--- config.mk ---
export PLATFORM = sky130hd
export DESIGN_NAME = seq_multiplier
export DESIGN_NICKNAME = d
export VERILOG_FILES = /design/src/rtl/mult_pkg.sv /design/src/rtl/full_adder.sv /design/src/rtl/ripple_adder.sv /design/src/rtl/seq_multiplier.sv
export SDC_FILE = /design/constraint.sdc
export NUM_CORES = 1
export LEC_CHECK = 0
export BUFFER_PORTS_ARGS = -buffer_cell sky130_fd_sc_hd__buf_2
export CORE_MARGIN = 5
export CORE_UTILIZATION = 45
export DETAILED_ROUTE_END_ITERATION = 8
export PLACE_DENSITY = 0.64
export SKIP_CTS_REPAIR_TIMING = 1
export SLEW_MARGIN = 10
export SYNTH_ARGS = -nofsm -noshare
export SYNTH_HDL_FRONTEND = slang
export SYNTH_SLANG_ARGS = --single-unit
--- constraint.sdc ---
create_clock -name clk -period 5.35 [get_ports clk]
set_input_delay 0.2675 -clock clk [delete_from_list [all_inputs] [get_ports clk]]
set_output_delay 0.2675 -clock clk [all_outputs]
set_load 0.005 [all_outputs]
--- src/rtl/mult_pkg.sv ---
// rtl/mult_pkg.sv - shared FSM encoding and counter sizing for seq_multiplier
// Contents: state_t (IDLE/CALC/DONE), cnt_width() step-counter width helper.
package mult_pkg;

  typedef enum logic [1:0] {
    ST_IDLE = 2'd0,
    ST_CALC = 2'd1,
    ST_DONE = 2'd2
  } state_t;

  // Bits needed to count 0..w-1; never narrower than one bit.
  function automatic int cnt_width(input int w);
    return (w <= 2) ? 1 : $clog2(w);
  endfunction

endpackage

--- src/rtl/full_adder.sv ---
// rtl/full_adder.sv - single-bit full adder cell
// Ports: a, b, cin -> sum, cout.
module full_adder (
  input  logic a,
  input  logic b,
  input  logic cin,
  output logic sum,
  output logic cout
);

  assign sum  = a ^ b ^ cin;
  assign cout = (a & b) | (cin & (a ^ b));

endmodule

--- src/rtl/ripple_adder.sv ---
// rtl/ripple_adder.sv - N-bit ripple-carry adder chained from full_adder cells
// Ports: a, b [N-1:0], cin -> sum [N-1:0], cout.
module ripple_adder #(
  parameter int N = 5
) (
  input  logic [N-1:0] a,
  input  logic [N-1:0] b,
  input  logic         cin,
  output logic [N-1:0] sum,
  output logic         cout
);

  logic [N:0] carry;

  assign carry[0] = cin;

  for (genvar i = 0; i < N; i++) begin : g_bit
    full_adder u_fa (
      .a    (a[i]),
      .b    (b[i]),
      .cin  (carry[i]),
      .sum  (sum[i]),
      .cout (carry[i+1])
    );
  end

  assign cout = carry[N];

endmodule

--- src/rtl/seq_multiplier.sv ---
// rtl/seq_multiplier.sv - sequential shift-add multiplier, signed/unsigned, valid/ready handshakes
// Ports: clk, rst_n (sync, active-low); in_valid/in_ready with a, b, signed_mode;
//        out_valid/out_ready with p [2W-1:0]; busy (CALC or DONE).
module seq_multiplier
  import mult_pkg::*;
#(
  parameter int W = 4
) (
  input  logic           clk,
  input  logic           rst_n,
  input  logic           in_valid,
  output logic           in_ready,
  input  logic [W-1:0]   a,
  input  logic [W-1:0]   b,
  input  logic           signed_mode,
  output logic           out_valid,
  input  logic           out_ready,
  output logic [2*W-1:0] p,
  output logic           busy
);

  localparam int CW = cnt_width(W);

  state_t          state_q, state_d;
  logic [CW-1:0]   step_q;
  logic            steps_done_q;
  logic [W:0]      mcand_q;
  logic [W:0]      hi_q;
  logic [W-1:0]    lo_q;
  logic            neg_q;

  logic [W-1:0]    a_mag, b_mag;
  logic [W:0]      addend, sum;
  logic            cout;
  logic [2*W-1:0]  mag;
  logic            unused_hi_msb;

  // Negating a W-bit two's-complement value and reading it back unsigned
  // gives the exact magnitude, including -2^(W-1) -> 2^(W-1).
  assign a_mag = (signed_mode && a[W-1]) ? W'(-a) : a;
  assign b_mag = (signed_mode && b[W-1]) ? W'(-b) : b;

  assign addend = lo_q[0] ? mcand_q : '0;

  ripple_adder #(.N(W+1)) u_add (
    .a    (hi_q),
    .b    (addend),
    .cin  (1'b0),
    .sum  (sum),
    .cout (cout)
  );

  // Magnitude never exceeds 2W bits, so the top accumulator bit is always zero.
  assign mag           = {hi_q[W-1:0], lo_q};
  assign unused_hi_msb = hi_q[W];

  always_ff @(posedge clk) begin
    if (!rst_n) state_q <= ST_IDLE;
    else        state_q <= state_d;
  end

  always_comb begin
    state_d = state_q;
    case (state_q)
      ST_IDLE: if (in_valid)     state_d = ST_CALC;
      ST_CALC: if (steps_done_q) state_d = ST_DONE;
      ST_DONE: if (out_ready)    state_d = ST_IDLE;
      default:                   state_d = ST_IDLE;
    endcase
  end

  // CALC runs W shift-add steps, then one extra cycle applies the sign
  // and loads p, giving the W+1 cycle accept-to-valid latency.
  always_ff @(posedge clk) begin
    if (!rst_n) begin
      step_q       <= '0;
      steps_done_q <= 1'b0;
      mcand_q      <= '0;
      hi_q         <= '0;
      lo_q         <= '0;
      neg_q        <= 1'b0;
      p            <= '0;
    end else begin
      case (state_q)
        ST_IDLE: begin
          if (in_valid) begin
            mcand_q      <= {1'b0, a_mag};
            hi_q         <= '0;
            lo_q         <= b_mag;
            neg_q        <= signed_mode & (a[W-1] ^ b[W-1]);
            step_q       <= '0;
            steps_done_q <= 1'b0;
          end
        end
        ST_CALC: begin
          if (!steps_done_q) begin
            hi_q <= {cout, sum[W:1]};
            lo_q <= {sum[0], lo_q[W-1:1]};
            if (step_q == CW'(W-1)) begin
              step_q       <= '0;
              steps_done_q <= 1'b1;
            end else begin
              step_q <= step_q + 1'b1;
            end
          end else begin
            p            <= neg_q ? -mag : mag;
            steps_done_q <= 1'b0;
          end
        end
        default: ;
      endcase
    end
  end

  assign in_ready  = (state_q == ST_IDLE);
  assign out_valid = (state_q == ST_DONE);
  assign busy      = (state_q != ST_IDLE);

endmodule

# Word-level counts from Yosys, hierarchy flattened
# Index checks and enable logic that the tools add are counted.
[op_classes]
n_addsub = 4
eq_ne = 7
muxes = 22
bitwise_logic = 24
reduce_logical = 10
[op_table]
columns = ["cell", "n"]
rows = [
  ["two-way mux 4 bit", 5],
  ["two-way mux 2 bit", 6],
  ["two-way mux 5 bit", 2],
  ["one-hot mux 5 bit (2 select lines)", 1],
  ["AND 1 bit", 9],
  ["bitwise XOR 1 bit", 9],
  ["two-way mux 8 bit", 1],
  ["negator 4 bit", 2],
  ["negator 8 bit", 1],
  ["one-hot mux 4 bit (2 select lines)", 1],
  ["inequality test 2 bit, second input constant", 3],
  ["one-hot mux 2 bit (3 select lines)", 1],
  ["AND reduction 2 bit", 3],
  ["AND reduction 3 bit", 2],
  ["equality test 2 bit, second input constant", 2],
  ["bitwise OR 1 bit", 4],
  ["one-hot mux 2 bit (2 select lines)", 1],
  ["nonzero test 2 bit", 2],
  ["two-way mux 1 bit", 3],
  ["adder 2 x 1 -> 2 bit, second input constant", 1],
  ["equality test 2 x 1 -> 1 bit, second input constant", 1],
  ["logical AND 1 bit", 2],
  ["zero test 2 bit", 1],
  ["inequality test 2 x 1 -> 1 bit, second input constant", 1],
  ["3 further kinds", 3],
]
[word_totals]
regBits = 27
in_bits = 13
out_inout_bits = 11
word_cells = 75

# Logic depth before layout (Yosys ltp)
[logic_depth]
depth_word = 12
depth_mapped = 11
mapped_depth_nobuf = 10

# Cells and area by module
# From an unflattened synthesis, not the netlist that was laid out.
[unflattened]
hier_cells = 166
area_unflattened_um2 = 1460.2
[modules_own_cells]
columns = ["module", "n_inst", "cells_each", "area_per_inst_um2", "seq_area_each_um2"]
rows = [
  ["seq_multiplier", 1, 161, 1360.1, 540.5],
  ["full_adder", 5, 1, 20.0, 0.0],
]

# Least setup slack after synthesis
# No wires, ideal clock.
[synth_timing]
path_kind = "reg2reg"
startpoint = "register lo_q[0]"
endpoint = "register hi_q[3]"
setup_time_ns = 0.118
t_arrival_ns = 2.165
t_required_ns = 5.232
setup_slack_ns = 3.066
stages_incl_launch_ff = 12
path_buffers = 1
synth_period_minus_slack_ns = 2.284
cell_sequence = "dfxtp_1 -> buf_6 -> and2_2 -> ha_1 -> inv_1 -> fa_1 -> fa_1 -> inv_1 -> fa_1 -> ha_1 -> a22oi_1 -> nor2b_1"
[synth_via]
elab_chain_cells = 11
word_cells_on_any_way = 17
classes_between = "mux (3); bitwise (14)"
[synth_lines]
columns = ["element", "line_no", "source"]
rows = [
  ["from (decl)", "seq_multiplier.sv:29", "logic [W-1:0] lo_q;"],
  ["from (signal assigned)", "seq_multiplier.sv:89", "lo_q <= b_mag;"],
  ["from (signal assigned)", "seq_multiplier.sv:98", "lo_q <= {sum[0], lo_q[W-1:1]};"],
  ["two-way mux 4 bit *", "seq_multiplier.sv:43", "assign addend = lo_q[0] ? mcand_q : '0;"],
  ["AND 1 bit or bitwise XOR 1 bit (tied branches)", "full_adder.sv:12", "assign cout = (a & b) | (cin & (a ^ b));"],
  ["AND 1 bit", "full_adder.sv:12", ""],
  ["bitwise OR 1 bit", "full_adder.sv:12", ""],
  ["AND 1 bit", "full_adder.sv:12", ""],
  ["bitwise OR 1 bit", "full_adder.sv:12", ""],
  ["AND 1 bit", "full_adder.sv:12", ""],
  ["bitwise OR 1 bit *", "full_adder.sv:12", ""],
  ["bitwise XOR 1 bit *", "full_adder.sv:11", "assign sum = a ^ b ^ cin;"],
  ["two-way mux 5 bit *", "seq_multiplier.sv:96", "if (!steps_done_q) begin"],
  ["one-hot mux 5 bit (2 select lines) *", "seq_multiplier.sv:84", "case (state_q)"],
  ["to (signal assigned)", "seq_multiplier.sv:97", "hi_q <= {cout, sum[W:1]};"],
  ["to (decl)", "seq_multiplier.sv:28", "logic [W:0] hi_q;"],
]
# Every way passes the cells marked *; elsewhere a longest branch is shown, timed or not. The select of a mux whose other input is x is not followed.
# A chain may end at the register's enable or synchronous reset.

# Worst setup path in the final report
[layout_timing]
startpoint = "register lo_q[0]"
endpoint = "register hi_q[2]"
[layout_via]
elab_chain_cells = 9
word_cells_on_any_way = 14
classes_between = "mux (3); bitwise (11)"
[layout_lines]
columns = ["element", "line_no"]
rows = [
  ["two-way mux 4 bit *", "seq_multiplier.sv:43"],
  ["AND 1 bit or bitwise XOR 1 bit (tied branches)", "full_adder.sv:12"],
  ["AND 1 bit", "full_adder.sv:12"],
  ["bitwise OR 1 bit", "full_adder.sv:12"],
  ["AND 1 bit", "full_adder.sv:12"],
  ["bitwise OR 1 bit", "full_adder.sv:12"],
  ["bitwise XOR 1 bit *", "full_adder.sv:11"],
  ["two-way mux 5 bit *", "seq_multiplier.sv:96"],
  ["one-hot mux 5 bit (2 select lines) *", "seq_multiplier.sv:84"],
]
# Marks and branches as above.

==> qor.yml <==
power_and_ir_drop:
  leakage_nw: 0.690
  internal_power_mw: 0.264
  comb_power_share_pct: 16.1
  p_clk_share_pct: 24.2
  switching_share_pct: 28.0
  pwr-share-seq_pct: 59.7
  switchingPower_mw: 0.103
  p_per_area_nw_per_um2: 228
  finalPower_mw: 0.367
  vdd_drop_max_mv: 0.109
critical_path:
  critical_path_class: "reg2reg"
  cp.required_ns: 5.58
  r2r_cells: 9
  arrival_ns: 2.75
  cp_max_fo: 9
  end_kind: "flop"
  critPathLaunchType: "flop"
outcome:
  status: "finished clean"
logic_synthesis:
  yosysTopAreaCell: "dfxtp_1"
  synth-warning-count: 0
  avgSynthCellArea_sq_um: 8.56
  synth.area.top_cells: "dfxtp_1 (37%), ha_1 (5.1%), nor2b_1 (4.2%), xnor2_1 (4.2%), fa_1 (4.1%)"
  synth_area_sq_um: 1470
  syn-num-nets: 194
  syn-instance-count: 172
  seq_area_frac_synth_pct: 36.7
  synth_seq_cells: 27
  synth_top_cell_area_share_pct: 36.7
  synth_cell_types: 39
finish:
  drive_gt1_share_pct: 16.6
  multi_input_area_sq_um: 835
  area_growth_pct: 9.52
  final_common_cell: "dfxtp_1"
  num-nets-final: 210
  final_cell_mix: "dfxtp_1 (27), buf_2 (23), nand2_1 (16)"
  fill_cells: 309
  ff_latch_area_sq_um: 541
  fin_cells: 231
  antenna_cells: 0
floorplanning:
  dieArea_sq_um: 4520
  die_x_microns: 67.2
  fp-row-count: 20
  start_util_pct: 47.5
  fp.dieH_microns: 67.2
  core_sq_um: 3100
  pin_count: 24
hold_path:
  min_path_cells: 3
  worstHoldPathType: "in2reg"
detailed_routing:
  drtIter0Drc: 17
  final_antenna_net_count: 0
  wl_per_cell_microns: 12.5
  drt_first_pass_iters: 3
  via_count: 1194
  viasPerCell: 5.17
  drt_wl_total_mm: 2.88
  route.detailed.drc: 0
sta:
  hold_viol: 0
  finalMaxSlewViolations: 0
  clock_skew_ns: 0.00252
  fin_crit_ns: 2.52
  max_freq_ghz: 0.397
  setup_viol: 0
  tns_ns: 0
  worst_pin_slew_ns: 0.521
  slew_headroom_pct: 65.3
  fin_crit_sh_pct: 47.1
  final.setup.worst_slack_ns: 2.83
  rsz0062_at_grt: "false"
clock_tree:
  htree_levels: 1
  cts_root_buf: "clkbuf_4"
  cts_tree: "built"
  cts_sinks: 27
  clk-insertion-delay-late_ns: 0.32
  clk_pin_slew_ns: 0.14
  cts_made_buffers: 3
  clockBufferDepth: 2
placed_design:
  place_ws_ns: 2.86
  dpl.cell_count: 227
  dp_hpwl_mm: 2.19
  gp_congestion: 0.791
  port-buffer-count: 23
global_routing:
  grt_pass1_vias: 1128
  antenna_found_initial: 0
  grt_max_degree: 30
  grt_pass1_wl_mm: 4.99
  overflow: 0
  grt_usage_pct: 14.2
job:
  max-cap-violations: 0
-- layout make-up --
type	instances	area share [%]
multi-input cells	122	51.7
flip-flops and latches	27	33.5
repair buffers	23	7.14
well taps	44	3.41
inverters	11	2.56
clock buffers	4	1.63
-- synthesized netlist by cell type --
cell	n
dfxtp_1	27
nand2_1	16
a21oi_1	11
inv_1	11
nor2b_1	10
o21ai_0	9
clkbuf_1	8
nand3_1	7
xnor2_1	7
a21boi_0	6
ha_1	6
nor2_1	5
a22oi_1	4
o211ai_1	4
and2_1	3
buf_2	3
fa_1	3
nand2b_1	3
nor3_1	3
o211a_1	3
o31ai_1	3
and2_2	2
xor2_1	2
a21boi_1	1
a21o_1	1
a21oi_2	1
a311oi_1	1
and2b_1	1
and3_1	1
buf_6	1
mux2i_1	1
nand3b_1	1
nor3b_1	1
nor4_1	1
o21a_1	1
o21ai_2	1
o22ai_1	1
or4_1	1
or4_4	1
-- power by group through the flow --
stage / registers (mW) / logic [mW] / clock network (mW)
2_1_floorplan: 0.218 / 0.0496 / 0
3_3_place_gp: 0.223 / 0.0579 / 0
3_5_place_dp: 0.223 / 0.0596 / 0
4_1_cts: 0.219 / 0.0601 / 0.0915
5_1_grt: 0.221 / 0.0679 / 0.100
6_report: 0.219 / 0.0591 / 0.0889
-- sequential cells by signal (all words and copies together) (netlist names) --
signal / cells
hi_q: 5
mcand_q: 4
neg_q: 1
step_q: 2
steps_done_q: 1
p: 8
state_q: 2
lo_q: 4
-- final timing paths --
check / end / slack [ns] / from
worst max-delay path: hi_q[2] / 2.83 / lo_q[0]
worst min-delay path: mcand_q[0] / 0.21 / a[0]
worst max register to register: hi_q[2] / 2.83 / lo_q[0]
worst min register to register: mcand_q[0] / 0.48 / mcand_q[0]
-- kinds of logic after synthesis --
group / synth area share, %
mux: 0.680
flops: 36.7
compound gates: 21.2
xor+xnor: 5.35
fa+ha+maj: 9.18
buf+inv: 6.63
simple gates: 20.2
-- worst max-delay path, stage by stage, from the launching register on --
cell	delay, ns
dfxtp_1	0.51
and2_2	0.21
ha_1	0.14
inv_1	0.05
fa_1	0.41
fa_1	0.39
inv_1	0.09
fa_1	0.40
a22oi_1	0.16
nor2b_1	0.06
-- layer usage --
metal | vias to the layer above | track usage (%) | routed length (microns) | part of all wire, %
met5 | - | 0 | 0 | 0
met4 | 0 | 4.56 | 40 | 1.4
met3 | 5 | 2.50 | 90 | 3.1
met2 | 14 | 25.4 | 1370 | 47
met1 | 557 | 17.1 | 1390 | 48
li1 | 618 | - | - | -
-- per-stage QoR --
| step | utilization, % | hold slack, ns | cell area, sq um |
|---|---|---|---|
| after CTS | 52.0 | 0.209 | 1610 |
| after detailed placement | 51.1 | 0.466 | 1590 |
| after global placement | 51.1 | 0.457 | 1590 |
| final | 52.0 | 0.210 | 1610 |
| after global routing | 52.0 | 0.208 | 1610 |
| after floorplan | - | 0.412 | 1470 |
(Power assumes the default switching activity.)
